`src/rtl/fifo_arb_pkg.sv`:
```
// Shared types and constants for the FIFO write-port arbiter.
package fifo_arb_pkg;

  localparam int unsigned NUM_REQ_DEF = 4;
  localparam int unsigned REQ_IDX_W   = $clog2(NUM_REQ_DEF);
  localparam int unsigned DROP_CNT_W  = 8;
  localparam int unsigned GRANT_CNT_W = 16;

  typedef logic [REQ_IDX_W-1:0] req_idx_t;

  // Saturating increment for the drop counter.
  function automatic logic [DROP_CNT_W-1:0] drop_cnt_inc(input logic [DROP_CNT_W-1:0] cnt);
    return (&cnt) ? cnt : cnt + DROP_CNT_W'(1);
  endfunction

endpackage

```
`src/rtl/fifo_wr_arbiter_rr_pick.sv`:
```
// Combinational round-robin pick: first valid requester at or after ptr, wrapping.
module rr_pick #(
  parameter int unsigned NUM_REQ = 4,
  parameter int unsigned IDX_W   = 2
) (
  input  logic [NUM_REQ-1:0] valid,
  input  logic [IDX_W-1:0]   ptr,
  output logic [IDX_W-1:0]   sel,
  output logic               any
);

  always_comb begin
    int   idx;
    logic found;
    sel   = '0;
    any   = |valid;
    found = 1'b0;
    idx   = 0;
    for (int k = 0; k < int'(NUM_REQ); k++) begin
      idx = (int'(ptr) + k) % int'(NUM_REQ);
      if (!found && valid[IDX_W'(idx)]) begin
        sel   = IDX_W'(idx);
        found = 1'b1;
      end
    end
  end

endmodule

```
`src/rtl/fifo_wr_arbiter.sv`:
```
// Round-robin arbiter sharing one FIFO write port; checks wr_ack for lost writes.
// Optional per-requester grant counters are built when FIFO_ARB_STATS_EN is defined.
module fifo_wr_arbiter
  import fifo_arb_pkg::*;
#(
  parameter int unsigned NUM_REQ    = NUM_REQ_DEF,
  parameter int unsigned FIFO_WIDTH = 16,
  parameter int unsigned FIFO_DEPTH = 8
) (
  input  logic                                 clk,
  input  logic                                 rst_n,
  input  logic                                 arb_en,
  input  logic [NUM_REQ-1:0]                   req_valid,
  input  logic [NUM_REQ-1:0][FIFO_WIDTH-1:0]   req_data,
  output logic [NUM_REQ-1:0]                   req_ready,
  output logic                                 fifo_wr_en,
  output logic [FIFO_WIDTH-1:0]                fifo_data_in,
  input  logic                                 fifo_full,
  input  logic                                 fifo_almostfull,
  input  logic                                 fifo_wr_ack,
`ifdef FIFO_ARB_STATS_EN
  output logic [NUM_REQ-1:0][GRANT_CNT_W-1:0]  grant_cnt,
`endif
  output logic                                 err_drop,
  output logic [DROP_CNT_W-1:0]                drop_cnt
);

  localparam int unsigned IDX_W = $clog2(NUM_REQ);

  if (NUM_REQ < 2 || NUM_REQ > 8 || FIFO_DEPTH < 2) begin : g_cfg_err
    $error("fifo_wr_arbiter: unsupported NUM_REQ/FIFO_DEPTH");
  end

  logic [IDX_W-1:0] rr_ptr;
  logic [IDX_W-1:0] sel;
  logic             any_valid;
  logic             issue_ok;
  logic             xfer;
  logic             ack_pending;

  rr_pick #(
    .NUM_REQ (NUM_REQ),
    .IDX_W   (IDX_W)
  ) u_rr_pick (
    .valid (req_valid),
    .ptr   (rr_ptr),
    .sel   (sel),
    .any   (any_valid)
  );

  // Almostfull with a write already registered means the FIFO fills on the next edge.
  assign issue_ok = arb_en & ~fifo_full & ~(fifo_almostfull & fifo_wr_en);
  assign xfer     = rst_n & issue_ok & any_valid;

  always_comb begin
    req_ready = '0;
    if (xfer) req_ready[sel] = 1'b1;
  end

  // Write port and round-robin pointer.
  always_ff @(posedge clk or negedge rst_n) begin
    if (!rst_n) begin
      fifo_wr_en   <= 1'b0;
      fifo_data_in <= '0;
      rr_ptr       <= '0;
    end else if (xfer) begin
      fifo_wr_en   <= 1'b1;
      fifo_data_in <= req_data[sel];
      rr_ptr       <= (sel == IDX_W'(NUM_REQ - 1)) ? '0 : sel + IDX_W'(1);
    end else begin
      fifo_wr_en   <= 1'b0;
    end
  end

  // Every issued write must be acknowledged the following cycle.
  always_ff @(posedge clk or negedge rst_n) begin
    if (!rst_n) begin
      ack_pending <= 1'b0;
      err_drop    <= 1'b0;
      drop_cnt    <= '0;
    end else begin
      ack_pending <= fifo_wr_en;
      if (ack_pending && !fifo_wr_ack) begin
        err_drop <= 1'b1;
        drop_cnt <= drop_cnt_inc(drop_cnt);
      end
    end
  end

`ifdef FIFO_ARB_STATS_EN
  for (genvar i = 0; i < int'(NUM_REQ); i++) begin : g_stats
    always_ff @(posedge clk or negedge rst_n) begin
      if (!rst_n) begin
        grant_cnt[i] <= '0;
      end else if (xfer && (sel == IDX_W'(i)) && !(&grant_cnt[i])) begin
        grant_cnt[i] <= grant_cnt[i] + GRANT_CNT_W'(1);
      end
    end
  end
`endif

endmodule
```
`config.mk`:
```
export PLATFORM = sky130hd
export DESIGN_NAME = fifo_wr_arbiter
export DESIGN_NICKNAME = d
export VERILOG_FILES = /design/src/rtl/fifo_arb_pkg.sv /design/src/rtl/fifo_wr_arbiter_rr_pick.sv /design/src/rtl/fifo_wr_arbiter.sv
export SDC_FILE = /design/constraint.sdc
export NUM_CORES = 1
export LEC_CHECK = 0
export ABC_AREA = 1
export CORE_ASPECT_RATIO = 2
export CORE_MARGIN = 1.5
export CORE_UTILIZATION = 39
export CTS_CLUSTER_DIAMETER = 80
export DETAILED_ROUTE_END_ITERATION = 7
export PLACE_DENSITY_LB_ADDON = 0.15
export SYNTH_ARGS = -nofsm -noshare
export SYNTH_HDL_FRONTEND = slang
export SYNTH_SLANG_ARGS = --single-unit
```
`constraint.sdc`:
```
create_clock -name clk -period 2 [get_ports clk]
set_input_delay 0.4 -clock clk [delete_from_list [all_inputs] [get_ports clk]]
set_output_delay 0.4 -clock clk [all_outputs]
set_load 0.02 [all_outputs]
```
==> results.sh, run 1 <==
export IMPL_outcome="complete, but fails checks"
export IMPL_violations="negative setup slack"
export IMPL_nets=577
export IMPL_ant_nets=0
export IMPL_maxSlewViolCount=0
export IMPL_grt_pass1_wl_mm=12.1
export IMPL_yosysUniqueCellTypes=28
export IMPL_required_ns=1.60
export IMPL_yosys_top_cells_count="nand2_1 (131), inv_1 (80), nand3_1 (65)"
export IMPL_grt_max_degree=33
export IMPL_fin_skew_ns=0.000762
export IMPL_p_comb_share_pct=74.3
export IMPL_root_buffer="clkbuf_16"
export IMPL_worstPathCellList="buf_12 > nand2_2 > nand2_1 > nand2_1 > nand2_2 > buf_12 > nand2_4 > nor2_4 > nor2_8 > inv_8 > ha_4 > inv_2 > nor2_4 > buf_6"
export IMPL_h_tree_depth=2
export IMPL_overflow=0
export IMPL_worstSetupPathType="flop to primary output"
export IMPL_cp_slowest_cell="dfrtp_2"
export IMPL_p_seq_share_pct=14.5
export IMPL_wirelength_mm=7.58
export IMPL_yosysMostFrequentCell="nand2_1"
export IMPL_worst_slew_pin_slew_ns=0.365
export IMPL_cts_sinks=29
export IMPL_vdd_drop_max_mv=0.909
export IMPL_hold_ws_ns=0.244
export IMPL_area_growth_syn_to_layout_pct=66.5
export IMPL_dr_pass1_iters=5
export IMPL_fin_util_pct=67.2
export IMPL_synth_simple_gate_area_share_pct=47.4
export IMPL_rsz0062_at_grt="true"
export IMPL_drt_iter0_markers=108
export IMPL_port_buffers=103
export IMPL_crit_fanout=7
export IMPL_layout_min_cycle_time_ns=2.35
export IMPL_syn_area_um2=2420
export IMPL_design_core_area_um2=6010
export IMPL_clock_path_buffers=2
export IMPL_pre_cts_ws_ns=-1.01
export IMPL_async_flop_share_pct=100
export IMPL_r2r_end="fifo_data_in[0]"
export IMPL_synth_top_area_cell="dfrtp_1"
export IMPL_p_clk_share_pct=11.3
export IMPL_nFillCells=568
export IMPL_synth_area_top_cells="dfrtp_1 (30%), nand2_1 (20%), nand3_1 (13%)"
export IMPL_syn_nets=452
export IMPL_ys_seq_area_share_pct=30.0
export IMPL_synth_area_mux_share_pct=0
export IMPL_numCtsBuffers=5
export IMPL_finalCritPeriodShare_pct=117
export IMPL_synth_xor_xnor_area_share_pct=2.53
export IMPL_antenna_found_initial=0
export IMPL_multi_input_area_um2=1420
export IMPL_grt_pass1_vias=2664
export IMPL_die_w_um=58.7
export IMPL_switching_power_uw=3330
export IMPL_io_pins=104
export IMPL_layout_drive_gt1_share_pct=20.5
export IMPL_ys_ff_latch=29
export IMPL_p_int_uw=3540
export IMPL_synthFlopType="dfrtp_1"
export IMPL_critPathCaptureType="primary output"
export IMPL_synth_adder_area_share_pct=1.03
export IMPL_antennaDiodeCount=0
export IMPL_syn_inst=376
export IMPL_clkLatencyLatePin_ns=0.27
export IMPL_clk_pin_slew_ns=0.05
export IMPL_avgSynthCellArea_um2=6.44
export IMPL_routed_via_count=2700
export IMPL_cts_tree="built"
export IMPL_p_per_area_nw_per_um2=1700
export IMPL_synth_edf_count=0
export IMPL_drv_cap=0
export IMPL_layout_setup_ws_ns=-0.350
export IMPL_slowest_delay_ns=0.44
export IMPL_initial_core_util_pct=40.3
export IMPL_synth_compound_area_share_pct=0.671
export IMPL_die_area_um2=6720
export IMPL_viasPerCell=4.78
export IMPL_grt_use_total_pct=23.9
export IMPL_die_h_um=114
export IMPL_timing_rr_start="rr_ptr[0]"
export IMPL_yosysWarningCount=0
export IMPL_fmax_mhz=426
export IMPL_hold_viol=0
export IMPL_synth_top_family_by_area="simple AND/OR/NAND/NOR gates"
export IMPL_crit_arrival_ns=1.95
export IMPL_drc=0
export IMPL_core_rowCount=40
export IMPL_timing_reg2reg_worst_path_depth=17
export IMPL_wire_per_inst_um=13.4
export IMPL_slew_headroom_pct=75.7
export IMPL_dpl_hpwl_mm=5.92
export IMPL_synth_top_cell_area_share_pct=30.0
export IMPL_ff_latch_area_um2=728
export IMPL_setup_viol=16
export IMPL_rrSetupSlack_ns=-0.10
export IMPL_place_congestion=0.854
export IMPL_crit_path_start_kind="flop"
export IMPL_hp_class="input pin to async pin"
export IMPL_sw_frac_of_total_pct=48.5
export IMPL_p_leak_uw=0.00219
-- kinds of logic after synthesis --
logic type,count (synthesis)
compound gates,3
flops,29
buf+inv,100
fa+ha+maj,2
simple gates,235
xor+xnor,7
-- placed cells by master (no fill, tap or decap), types with 2 or more instances in the layout --
master	count
buf_12	4
buf_4	23
buf_6	7
clkbuf_16	5
clkbuf_8	2
clkdlybuf4s50_1	94
dfrtp_1	27
dfrtp_2	2
dlygate4sd2_1	4
inv_1	77
inv_2	4
inv_4	3
nand2_1	115
nand2_2	15
nand2_4	11
nand3_1	63
nand3_2	10
nand3_4	3
nor2_1	6
nor2_4	4
nor2_8	2
o21ai_0	2
xnor2_1	3
xor2_1	4
-- power by group through the flow --
stage          clock (uW)  sequential [uW]  combinational, uW
6_report              774              994               5110
5_1_grt               817             1010               5590
4_1_cts               778              981               4870
3_5_place_dp            0              983               4530
3_3_place_gp            0              977               4500
2_1_floorplan           0             1140               3050
-- final cells by class --
| type | count | share of cell area, % |
|---|---|---|
| multi-input combinational | 247 | 35.1 |
| clock inverter | 1 | 0.124 |
| inverter | 85 | 8.28 |
| tap | 63 | 1.95 |
| timing repair buffer | 133 | 32.7 |
| clock buffer | 7 | 3.78 |
| sequential | 29 | 18.1 |
-- registers in the layout, indices dropped and copies added, names as in the netlist --
register	cells
rr_ptr	2
ack_pending	1
fifo_data_in	16
fifo_wr_en	1
err_drop	1
drop_cnt	8
-- per-layer routing --
| metal | share of wire [%] | track usage [%] | up-vias |
|---|---|---|---|
| met2 | 61 | 48.4 | 88 |
| met1 | 32 | 21.8 | 1226 |
| met5 | 0 | 0 | - |
| met3 | 3.5 | 2.71 | 13 |
| met4 | 4.1 | 11.2 | 0 |
| li1 | - | - | 1373 |
-- what timing repair did --
| item | 4_1_cts | 5_1_grt |
|---|---|---|
| gates resized for setup | 46 | 20 |
| endpoints found under the setup margin | 20 | 20 |
| hold buffers | 0 | 0 |
| setup buffers | 5 | 4 |
| pin swaps | 12 | 6 |
-- critical path, delay by kind of cell (launching register included) --
kind          cells  cell delay [ns]
simple gates      8             0.56
fa+ha+maj         1             0.15
flops             1             0.44
buf+inv           5             0.53
-- worst max path at each step --
stage,from,endpoint,slack (ns),cells past startpoint
6_report,rr_ptr[0],req_ready[3],-0.35,14
3_5_place_dp,req_valid[2],req_ready[0],-1.01,14
4_1_cts,rr_ptr[0],req_ready[3],-0.35,14
5_1_grt,rr_ptr[0],req_ready[0],-0.44,13
2_1_floorplan,rr_ptr[0],req_ready[3],-0.11,14
3_3_place_gp,req_valid[2],req_ready[0],-0.93,14
-- through the flow --
step,total power [uW],setup TNS [ns],cell area [um^2],instances
after floorplan,4190,-0.315,2480,376
after global placement,5470,-9.13,3670,549
after detailed placement,5510,-10.21,3670,549
after CTS,6630,-1.80,3940,562
after global routing,7420,-4.44,4030,565
final,6880,-2.07,4030,565
(Power assumes the default switching activity.)
==> run 2: changes to the inputs <==
--- a/config.mk
+++ b/config.mk
@@ -12,6 +12,7 @@
 export CTS_CLUSTER_DIAMETER = 80
 export DETAILED_ROUTE_END_ITERATION = 7
 export PLACE_DENSITY_LB_ADDON = 0.15
+export SKIP_LAST_GASP = 1
 export SYNTH_ARGS = -nofsm -noshare
 export SYNTH_HDL_FRONTEND = slang
 export SYNTH_SLANG_ARGS = --single-unit
==> results.sh, run 2 (synthesis results as in run 1) <==
export IMPL_slowest_delay_ns=0.41
export IMPL_worstPathCellList="buf_12 > nand2_2 > nand2_1 > nand2_1 > nand2_2 > inv_2 > nand3_2 > nand2_4 > nor2_8 > inv_8 > ha_4 > inv_2 > nor2_4 > buf_6"
export IMPL_grt_busiest_layer="met2"
export IMPL_drc=0
export IMPL_dpl_hpwl_mm=5.92
export IMPL_required_ns=1.60
export IMPL_crit_fanout=7
export IMPL_port_buffers=103
export IMPL_crit_path_start_kind="flop"
export IMPL_p_leak_uw=0.00218
export IMPL_rsz0062_at_grt="true"
export IMPL_clkLatencyLatePin_ns=0.27
export IMPL_ctsHoldBuffers=0
export IMPL_hold_viol=0
export IMPL_die_w_um=58.7
export IMPL_antenna_found_initial=0
export IMPL_vdd_drop_max_mv=0.877
export IMPL_worstSetupPathType="flop to primary output"
export IMPL_overflow=0
export IMPL_crit_arrival_ns=1.96
export IMPL_core_rowCount=40
export IMPL_ant_nets=0
export IMPL_nets=576
export IMPL_layout_setup_ws_ns=-0.359
export IMPL_largest_register="fifo_data_in"
export IMPL_grt_use_total_pct=23.9
export IMPL_cts_sinks=29
export IMPL_multi_input_area_um2=1410
export IMPL_final_common_cell="nand2_1"
export IMPL_p_per_area_nw_per_um2=1720
export IMPL_fin_skew_ns=0.00196
export IMPL_critPathLaunch="rr_ptr[0]"
export IMPL_critPathCaptureType="primary output"
export IMPL_place_congestion=0.854
export IMPL_hp_class="flop to flop"
export IMPL_die_h_um=114
export IMPL_grt_max_degree=33
export IMPL_largest_register_ffs=16
export IMPL_worst_slew_pin_slew_ns=0.364
export IMPL_clock_path_buffers=2
export IMPL_grt_pass1_wl_mm=12.1
export IMPL_drt_iter0_markers=97
export IMPL_finish_instance_area_um2=4020
export IMPL_io_pins=104
export IMPL_holdCritStartpoint="err_drop"
export IMPL_cts_tree="built"
export IMPL_design_core_area_um2=6010
export IMPL_outcome="complete, but fails checks"
export IMPL_wire_per_inst_um=13.6
export IMPL_maxSlewViolCount=0
export IMPL_global_route_usage_met3_pct=2.71
export IMPL_area_growth_syn_to_layout_pct=65.9
export IMPL_largestRegisters="fifo_data_in: 16 flops, drop_cnt: 8 flops, rr_ptr: 2 flops"
export IMPL_h_tree_depth=2
export IMPL_viasPerCell=4.72
export IMPL_timing_rr_start="rr_ptr[0]"
export IMPL_finalCritPeriodShare_pct=118
export IMPL_layout_min_cycle_time_ns=2.36
export IMPL_root_buffer="clkbuf_16"
export IMPL_layout_common_cells="nand2_1 (118), clkdlybuf4s50_1 (95), inv_1 (77)"
export IMPL_use_met2_pct=48.4
export IMPL_violations="negative setup slack"
export IMPL_fmax_mhz=424
export IMPL_wirelength_mm=7.65
export IMPL_fin_setup_tns_ns=-1.28
export IMPL_dr_pass1_iters=4
export IMPL_routed_via_count=2664
export IMPL_cp_slowest_cell="dfrtp_2"
export IMPL_layout_drive_gt1_share_pct=19.8
export IMPL_slew_headroom_pct=75.7
export IMPL_met1_usage_pct=21.7
export IMPL_die_area_um2=6720
export IMPL_setup_viol=4
export IMPL_numCtsBuffers=5
export IMPL_drv_cap=0
export IMPL_nFillCells=565
export IMPL_grt_pass1_vias=2660
export IMPL_ff_latch_area_um2=728
export IMPL_clk_pin_slew_ns=0.05
export IMPL_dpl_cell_area_um2=3670
export IMPL_antennaDiodeCount=0
export IMPL_initial_core_util_pct=40.3
==> run 2: where the power goes <==
| group | switching [uW] | internal, uW | total, uW |
|---|---|---|---|
| logic | 2910 | 2260 | 5170 |
| registers | 200 | 791 | 991 |
| clock network | 246 | 525 | 771 |
==> run 2: metrics by stage <==
step	instances	total power [uW]	hold slack, ns	util (%)	setup slack, ns
floorplan	376	4190	0.104	-	-0.114
global placement	549	5470	0.453	61.0	-0.932
detailed placement	549	5510	0.458	61.0	-1.01
CTS	562	6630	0.469	65.5	-0.352
global route	564	7450	0.484	66.9	-0.435
finish	564	6930	0.471	66.9	-0.359
==> run 2: worst paths after layout <==
| path | depth (start not counted) | endpoint | slack [ns] |
|---|---|---|---|
| worst min-delay path | 1 | err_drop | 0.47 |
| max in group asynchronous | 2 | rr_ptr[1] | 1.07 |
| worst min register to register | 1 | err_drop | 0.47 |
| worst max register to register | 15 | fifo_data_in[2] | 0 |
| min in group asynchronous | 2 | fifo_data_in[6] | 0.63 |
| worst max-delay path | 14 | req_ready[3] | -0.36 |
==> run 2: area by class of cell <==
type / count / share of cell area [%]
clock buffer: 7 / 3.80
clock inverter: 1 / 0.125
inverter: 85 / 8.31
multi-input combinational: 247 / 35.1
sequential: 29 / 18.1
tap: 63 / 1.96
timing repair buffer: 132 / 32.5
==> run 2: what timing repair did <==
item,in CTS,in global routing
setup buffers,5,2
pin swaps,12,5
setup endpoints to repair,20,20
gates cloned,0,1
gates resized for setup,45,16
==> run 2: worst max-delay path: cells and delay by family, from the launching register on <==
family / cells / cell delay (ns)
adders and majority gates: 1 / 0.15
DFF: 1 / 0.41
and+or+nand+nor: 8 / 0.69
buffers and inverters: 5 / 0.44
==> run 2: per-layer routing <==
layer	vias to the layer above	wire (um)
li1	1372	-
met1	1198	2470
met2	81	4590
met3	13	247
met4	0	343
met5	-	0
